===== src/rtl/audio_pkg.sv =====
// Shared constants and sample/level helpers for the audio level meter.
package audio_pkg;

  localparam int SMP_W = 16;
  localparam int LV_W  = 10;
  localparam int ABS_W = SMP_W - 1;

  localparam logic [LV_W-1:0] LV_ZERO = 10'd512;
  localparam logic [LV_W-1:0] LV_FULL = 10'd1023;

  // Magnitude of a two's complement sample; -32768 saturates to 32767.
  function automatic logic [ABS_W-1:0] absSat(input logic [SMP_W-1:0] smp);
    logic [SMP_W-1:0] negVal;
    negVal = ~smp + 16'd1;
    if (smp == 16'h8000)
      return 15'h7FFF;
    else if (smp[SMP_W-1])
      return negVal[ABS_W-1:0];
    else
      return smp[ABS_W-1:0];
  endfunction

  function automatic logic isClip(input logic [SMP_W-1:0] smp);
    return (smp == 16'h7FFF) || (smp == 16'h8000);
  endfunction

  function automatic logic [LV_W-1:0] toLevel(input logic [ABS_W-1:0] mag);
    logic [LV_W-1:0] lv;
    lv = LV_ZERO + {1'b0, mag[ABS_W-1:6]};
    return (lv > LV_FULL) ? LV_FULL : lv;
  endfunction

endpackage


===== src/rtl/audio_level_ch.sv =====
// One channel of the level meter: magnitude, per-window running max and
// clip indicator with a hold measured in windows.
module audio_level_ch
  import audio_pkg::*;
#(
  parameter int CLIP_HOLD = 8
) (
  input  logic             i_clk,
  input  logic             i_rst_n,
  input  logic             i_valid,
  input  logic             i_winEnd,
  input  logic [SMP_W-1:0] i_smp,
  output logic [LV_W-1:0]  o_level,
  output logic             o_clip
);

  localparam logic [7:0] HOLD_LOAD = 8'(CLIP_HOLD);

  logic [ABS_W-1:0] smpAbs;
  logic [ABS_W-1:0] runMax;
  logic [ABS_W-1:0] maxWithSmp;
  logic             smpClip;
  logic             clipSeen;
  logic [7:0]       holdCnt;
  logic [7:0]       holdNext;

  always_comb begin
    smpAbs     = absSat(i_smp);
    smpClip    = isClip(i_smp);
    maxWithSmp = (smpAbs > runMax) ? smpAbs : runMax;
    holdNext   = holdCnt;
    if (i_valid) begin
      // A clip anywhere in the closing window wins over the decrement.
      if (i_winEnd) begin
        if (smpClip || clipSeen)
          holdNext = HOLD_LOAD;
        else if (holdCnt != 8'd0)
          holdNext = holdCnt - 8'd1;
      end else if (smpClip) begin
        holdNext = HOLD_LOAD;
      end
    end
  end

  always_ff @(posedge i_clk or negedge i_rst_n) begin
    if (!i_rst_n) begin
      runMax   <= '0;
      clipSeen <= 1'b0;
      holdCnt  <= 8'd0;
      o_level  <= LV_ZERO;
      o_clip   <= 1'b0;
    end else begin
      if (i_valid) begin
        if (i_winEnd) begin
          o_level  <= toLevel(maxWithSmp);
          runMax   <= '0;
          clipSeen <= 1'b0;
        end else begin
          runMax   <= maxWithSmp;
          clipSeen <= clipSeen | smpClip;
        end
      end
      holdCnt <= holdNext;
      o_clip  <= (holdNext != 8'd0);
    end
  end

endmodule


===== src/rtl/audio_level_meter.sv =====
// Stereo audio level meter: shared window counter plus two identical
// channel slices; levels refresh once per window of accepted pairs.
module audio_level_meter
  import audio_pkg::*;
#(
  parameter int WINDOW_SAMPLES = 1024,
  parameter int CLIP_HOLD      = 8
) (
  input  logic             i_clk,
  input  logic             i_rst_n,
  input  logic             i_smp_valid,
  input  logic [SMP_W-1:0] i_smp_L,
  input  logic [SMP_W-1:0] i_smp_R,
  output logic [LV_W-1:0]  o_audioLv_L,
  output logic [LV_W-1:0]  o_audioLv_R,
  output logic             o_lv_valid,
  output logic             o_clip_L,
  output logic             o_clip_R
);

  localparam logic [15:0] WIN_LAST = 16'(WINDOW_SAMPLES - 1);

  logic [15:0] winCnt;
  logic        winEnd;

  assign winEnd = i_smp_valid && (winCnt == WIN_LAST);

  always_ff @(posedge i_clk or negedge i_rst_n) begin
    if (!i_rst_n) begin
      winCnt     <= 16'd0;
      o_lv_valid <= 1'b0;
    end else begin
      if (i_smp_valid)
        winCnt <= winEnd ? 16'd0 : winCnt + 16'd1;
      o_lv_valid <= winEnd;
    end
  end

  audio_level_ch #(.CLIP_HOLD(CLIP_HOLD)) u_chL (
    .i_clk    (i_clk),
    .i_rst_n  (i_rst_n),
    .i_valid  (i_smp_valid),
    .i_winEnd (winEnd),
    .i_smp    (i_smp_L),
    .o_level  (o_audioLv_L),
    .o_clip   (o_clip_L)
  );

  audio_level_ch #(.CLIP_HOLD(CLIP_HOLD)) u_chR (
    .i_clk    (i_clk),
    .i_rst_n  (i_rst_n),
    .i_valid  (i_smp_valid),
    .i_winEnd (winEnd),
    .i_smp    (i_smp_R),
    .o_level  (o_audioLv_R),
    .o_clip   (o_clip_R)
  );

endmodule


===== config.mk =====
export PLATFORM = sky130hd
export DESIGN_NAME = audio_level_meter
export DESIGN_NICKNAME = d
export VERILOG_FILES = /design/src/rtl/audio_pkg.sv /design/src/rtl/audio_level_ch.sv /design/src/rtl/audio_level_meter.sv
export SDC_FILE = /design/constraint.sdc
export NUM_CORES = 1
export LEC_CHECK = 0
export ABC_AREA = 1
export CAP_MARGIN = 25
export CORE_MARGIN = 2
export CORE_UTILIZATION = 30
export CTS_CLUSTER_SIZE = 28
export DETAILED_ROUTE_END_ITERATION = 10
export RECOVER_POWER = 25
export SKIP_CTS_REPAIR_TIMING = 1
export SLEW_MARGIN = 25
export SYNTH_ARGS = -nofsm -noshare
export SYNTH_HDL_FRONTEND = slang
export SYNTH_SLANG_ARGS = --single-unit

===== constraint.sdc =====
create_clock -name i_clk -period 4.64 [get_ports i_clk]
set_clock_uncertainty 0.1 [all_clocks]
set_input_delay 0.696 -clock i_clk [delete_from_list [all_inputs] [get_ports i_clk]]
set_output_delay 0.696 -clock i_clk [all_outputs]
set_load 0.05 [all_outputs]

# --- Word-level counts from Yosys, hierarchy flattened ---
# Cells that the tools add are included.
# Widths: inputs -> output; s select.
totals:
  wordCells: 71
  out_inout_bits: 23
  ff_bits: 87
  input_bits: 35
classes:
  reduce_logical: 14
  n_lt_le_gt_ge: 4
  add_sub_neg: 7
  n_bitwise: 4
  muxes: 23
  n_eq_ne: 5
op_table:
  columns: ["cell", "count"]
  rows:
  - ["$mux 15", 8]
  - ["$mux 8", 10]
  - ["$eq 16x15->1 const B", 2]
  - ["$eq 16x16->1 const B", 2]
  - ["$reduce_bool 8->1", 4]
  - ["$add 15x1->15 const B", 2]
  - ["$gt 15x15->1", 2]
  - ["$not 15->15", 2]
  - ["$add 10x9->10 const A", 2]
  - ["$gt 10x10->1 const B", 2]
  - ["$mux 10", 2]
  - ["$add 16x1->16 const B", 1]
  - ["$eq 16x10->1 const B", 1]
  - ["$mux 16", 1]
  - ["$sub 8x1->8 const B", 2]
  - ["$reduce_and 2->1", 3]
  - ["$logic_or 1x1->1", 4]
  - ["$reduce_bool 2->1", 2]
  - ["$mux 1", 2]
  - ["$or 1x1->1", 2]
  - ["$logic_and 1x1->1", 1]

# --- Logic depth before layout (Yosys ltp) ---
logic_depth:
  ltp_word: 9
  ltp_mapped: 21
  depth_no_buf: 21

# --- By module ---
# Synthesis repeated with hierarchy kept, for this count alone.
hier_totals:
  hier_cells: 982
  hier_area_um2: 6434.9
modules_own_cells:
  columns: ["mod", "area_each_um2", "cells_per_inst", "seq_area_each_um2", "n_inst"]
  rows:
  - ["audio_level_ch (u_chL)", 2766.4, 434, 850.8, 1]
  - ["audio_level_ch (u_chR)", 2721.4, 418, 850.8, 1]
  - ["audio_level_meter", 947.2, 130, 425.4, 1]

# --- Least setup slack after synthesis ---
# OpenSTA, ideal clock, no wires.
synth_timing:
  path_kind: "input port to flip-flop"
  start: "input port i_smp_R[1]"
  end: "register u_chR.runMax[0]"
  setup_time_ps: 65
  stages: 20
  slack_ps: 1533
  required_time_ps: 4475
  n_path_buf: 1
  arrival_ps: 2942
  path_cell_list: "inv_1 > ha_1 > nand3_2 > nor2_4 > nand2_1 > nand2_1 > nor2_1 > nor3_1 > inv_1 > ha_1 > nand2_1 > nor2_1 > nor3b_1 > nand2_1 > nand2_1 > nand2_1 > buf_2 > nor2_2 > o21ai_1 > nand2_1"
synth_between:
  elab_chain_len: 7
  elab_cells_between_ends: 10
  classes_between: "add/sub: 1; order compare: 1; eq/ne: 1; mux: 4; bitwise: 1; reduce/logical: 2"
synth_lines:
  columns: ["element", "line_no", "rtl"]
  rows:
  - ["start, declared", "audio_level_meter.sv:13", "input logic [SMP_W-1:0] i_smp_R,"]
  - ["$not 15->15", "audio_pkg.sv:14", "negVal = ~smp + 16'd1;"]
  - ["$add 15x1->15", "audio_pkg.sv:14", null]
  - ["$mux 15", "audio_pkg.sv:17", "else if (smp[SMP_W-1])"]
  - ["$mux 15 *", "audio_pkg.sv:15", "if (smp == 16'h8000)"]
  - ["$gt 15x15->1", "audio_level_ch.sv:30", "maxWithSmp = (smpAbs > runMax) ? smpAbs : runMax;"]
  - ["$reduce_bool 2->1 (no line)", null, null]
  - ["$reduce_and 2->1 (no line)", null, null]
  - ["end signal, assigned", "audio_level_ch.sv:59", "runMax <= maxWithSmp;"]
  - ["end, declared", "audio_level_ch.sv:20", "logic [ABS_W-1:0] runMax;"]
# Mark *: on every way between the ends. The rest lies on a longest branch, timed or not. The select of a mux whose other input is x is not followed.
# A chain may end at the register's enable or synchronous reset.

# --- Worst setup path after layout ---
layout_timing:
  start: "input port i_smp_R[0]"
  end: "register u_chR.runMax[3]"
# The elaborated chain is that of the path after synthesis.

==> summary.txt <==
Setup path
  – Worst Setup End Kind: flop
  – Startpoint types: input port
  – Worst setup path endpoint: u_chR.runMax[3]$_DFFE_PN0P_
  – Critical Path Start: i_smp_R[0]
  – Required time of the critical path: 4.77 ns
  – Worst r2r src: winCnt[0]$_DFFE_PN0P_
  – R2r worst-path depth: 11
  – Crit Reg-Reg Endpoint: u_chL.o_clip$_DFF_PN0_
  – Critical path fanouts, max: 10
  – Setup CP Type: in -> reg
  – Worst Path Arrival: 3.77 ns
  – R2R setup slack: 2.18 ns

Detailed routing
  – DRT Wirelength: 15,000 µm
  – DR WL/cell: 11.9 µm
  – 1st-iter DRT viols: 264
  – DRC: 0
  – Post-DRT Antenna Nets: 0
  – DR vias: 5,733
  – TritonRoute pass-1 iters: 4
  – Vias per cell: 4.55

Clocking
  – TritonCTS clock tree: built
  – Later-pin clock latency in the skew report: 0.34 ns
  – CTS Buf Count: 9
  – Clk root buf: clkbuf_16
  – Clk slew on worst S/H paths: 0.06 ns
  – Longest Clk Path Bufs: 2
  – H-Tree Depth: 3
  – Clock sink count: 85

Run status
  – Failing checks: max-capacitance violations, max-slew violations
  – Run status: complete, but fails checks

Placement
  – Post-place setup slack: 0.649 ns
  – Placed cells: 1,245
  – Hpwl dp: 11,600 µm
  – PortBufs: 55
  – Routability cong.: 0.852

Synthesis
  – Synth Area in Compound Gates: 0.0577
  – Yosys top cell area share: 0.339
  – Top post-synthesis cells by area: dfrtp_1 34%, nand2_1 17%, nand3_1 8.6%
  – Synth Cell Area: 0.00627 mm²
  – Synthesis-stage register bit count: 85
  – Synth Area per Inst: 6.78 µm²
  – Post-Syn Instances: 925
  – Synth warn: 0
  – Synth Area in Adders: 0.0778
  – XOR/XNOR Fraction of Synth Area: 0.0349
  – Post-synthesis mux area share: 0
  – Seq/Total Area, Yosys: 0.339
  – Simple-gate share of the synthesized area: 0.390
  – Largest family of logic cells by synthesized area: simple AND/OR/NAND/NOR gates
  – Post-synth cell types: 42
  – Synth area leader: dfrtp_1

STA
  – Final setup margin: 1.00 ns
  – Setup_tns: 0 ns
  – Max Freq: 275 MHz
  – Slew Limit Fails: 51
  – Min Tclk post-route: 3.64 ns
  – # setup viols final: 0
  – Crit share post-route: 0.784
  – Final number of hold-violating endpoints: 0
  – Tightest Pin Transition: 2.67 ns
  – RSZ-0062 raised after global routing: no
  – Slew margin rel.: -0.782

Floorplanning
  – Die Ht: 149 µm
  – Die X-Extent: 149 µm
  – Initial Util: 0.308
  – Core box area: 0.0204 mm²
  – I/O pins: 58
  – Die Area: 0.0221 mm²
  – Row count: 52

Run
  – Maxcap violations: 1

Power and ir drop
  – Peak supply drop: 225 µV
  – Power, Total: 2.74 mW
  – Pwr dens: 368 mW/mm²
  – Pleak: 3.94 nW

Cells and area
  – P&R area growth vs syn: 18.8%
  – N_diodes: 0
  – Fillers: 2,125
  – Commonest non-fill, non-tap cell in the layout: nand2_1
  – Final core utilization: 0.366
  – Fin cells: 1,261
  – Layout cells sized above 1: 0.0676
  – Commonest cells after routing, fill and taps aside: 292 x nand2_1, 131 x inv_1, 108 x nand3_1
  – Net count reported at finish: 1,060

GRT
  – Pin count of the biggest net entering global routing: 51
  – Antenna violations before repair: 0
  – Global-route wire length before repair: 26,500 µm
  – Total track usage: 0.146
  – Vias in the first global route: 5,557
  – GR Overflow Total: 0

Hold path
  – Hold depth: 1
  – Worst hold path type: reg -> reg
## final cells by class
cell class	count	area, µm²	share of cell area
clock inverter	5	60.1	0.00806
sequential	85	2130	0.286
tap	270	338	0.0453
clock buffer	11	243	0.0326
timing repair buffer	66	627	0.0841
multi-input combinational	681	3520	0.472
inverter	143	537	0.0721
## metal layers
| metal | track usage | part of all wire | up-vias |
|---|---|---|---|
| met2 | 0.238 | 0.46 | 87 |
| met3 | 0.0245 | 0.029 | 13 |
| met4 | 0.0390 | 0.012 | 0 |
| met5 | 0 | 0 | - |
| met1 | 0.201 | 0.50 | 2607 |
| li1 | - | - | 3026 |
## per-stage QoR
step,hold WS [ns],instance area [µm²]
3_3_place_gp,0.358,7150
2_1_floorplan,0.300,6270
5_1_grt,0.397,7450
4_1_cts,0.305,7450
3_5_place_dp,0.365,7150
6_report,0.373,7450
## worst min path at each step
| stage | from | end | slack (ns) |
|---|---|---|---|
| after CTS | i_rst_n | u_chL.runMax[8]$_DFFE_PN0P_ | 0.30 |
| after global routing | u_chL.runMax[7]$_DFFE_PN0P_ | u_chL.runMax[7]$_DFFE_PN0P_ | 0.40 |
| after global placement | winCnt[15]$_DFFE_PN0P_ | winCnt[15]$_DFFE_PN0P_ | 0.36 |
| after floorplan | i_rst_n | o_lv_valid$_DFF_PN0_ | 0.30 |
| after detailed placement | winCnt[15]$_DFFE_PN0P_ | winCnt[15]$_DFFE_PN0P_ | 0.36 |
| final | winCnt[15]$_DFFE_PN0P_ | winCnt[15]$_DFFE_PN0P_ | 0.37 |
## logic make-up after synthesis
family,count (synthesis)
simple gates,551
compound gates,64
buf+inv,160
fa+ha+maj,39
xor+xnor,25
flops,85
other cells,1
## critical path: stages
cell and delay (ns):
clkdlybuf4s50_1 0.48, inv_1 0.11, ha_1 0.20, nand3_2 0.12, nor2_4 0.20, nand2_1 0.09
nand2_1 0.08, nor2_1 0.05, nor3_1 0.22, inv_1 0.07, ha_1 0.29, nand2_1 0.07
nor2_1 0.15, nor3b_1 0.21, nand2_1 0.07, nand2_1 0.05, nand2_1 0.06, clkinv_1 0.17
nand2_1 0.20, nand3_1 0.11, nand2_1 0.05
## registers in the layout, summed over array words and instances, names as in the netlist
signal and flops:
winCnt 16, u_chL.runMax 15, u_chR.runMax 15, u_chL.o_level 9, u_chR.o_level 9, u_chL.holdCnt 8, u_chR.holdCnt 8, o_lv_valid 1
u_chL.clipSeen 1, u_chL.o_clip 1, u_chR.clipSeen 1, u_chR.o_clip 1
## power breakdown
group	total, mW	internal, mW	switching, mW
registers	0.988	0.900	0.0883
clock network	0.730	0.433	0.297
logic	1.02	0.369	0.654
## cell usage after synthesis (all sizes together)
library cell and number:
nand3b 3, o211ai 2, conb 1, a21oi 25
clkinv 4, xnor2 3, o21bai 1, a2bb2oi 1
a22o 1, inv 139, o21ai 26, nor3 15
o221a 1, o31ai 1, xor2 22, nor4 3
dfrtp 85, nand4 10, nor3b 1, o21a 4
buf 13, nor2 101, a21o 1, clkbuf 4
nand2 302, or2 3, ha 39, nand3 113
o21ba 1
Note: power is estimated with default switching activity, not from simulation.
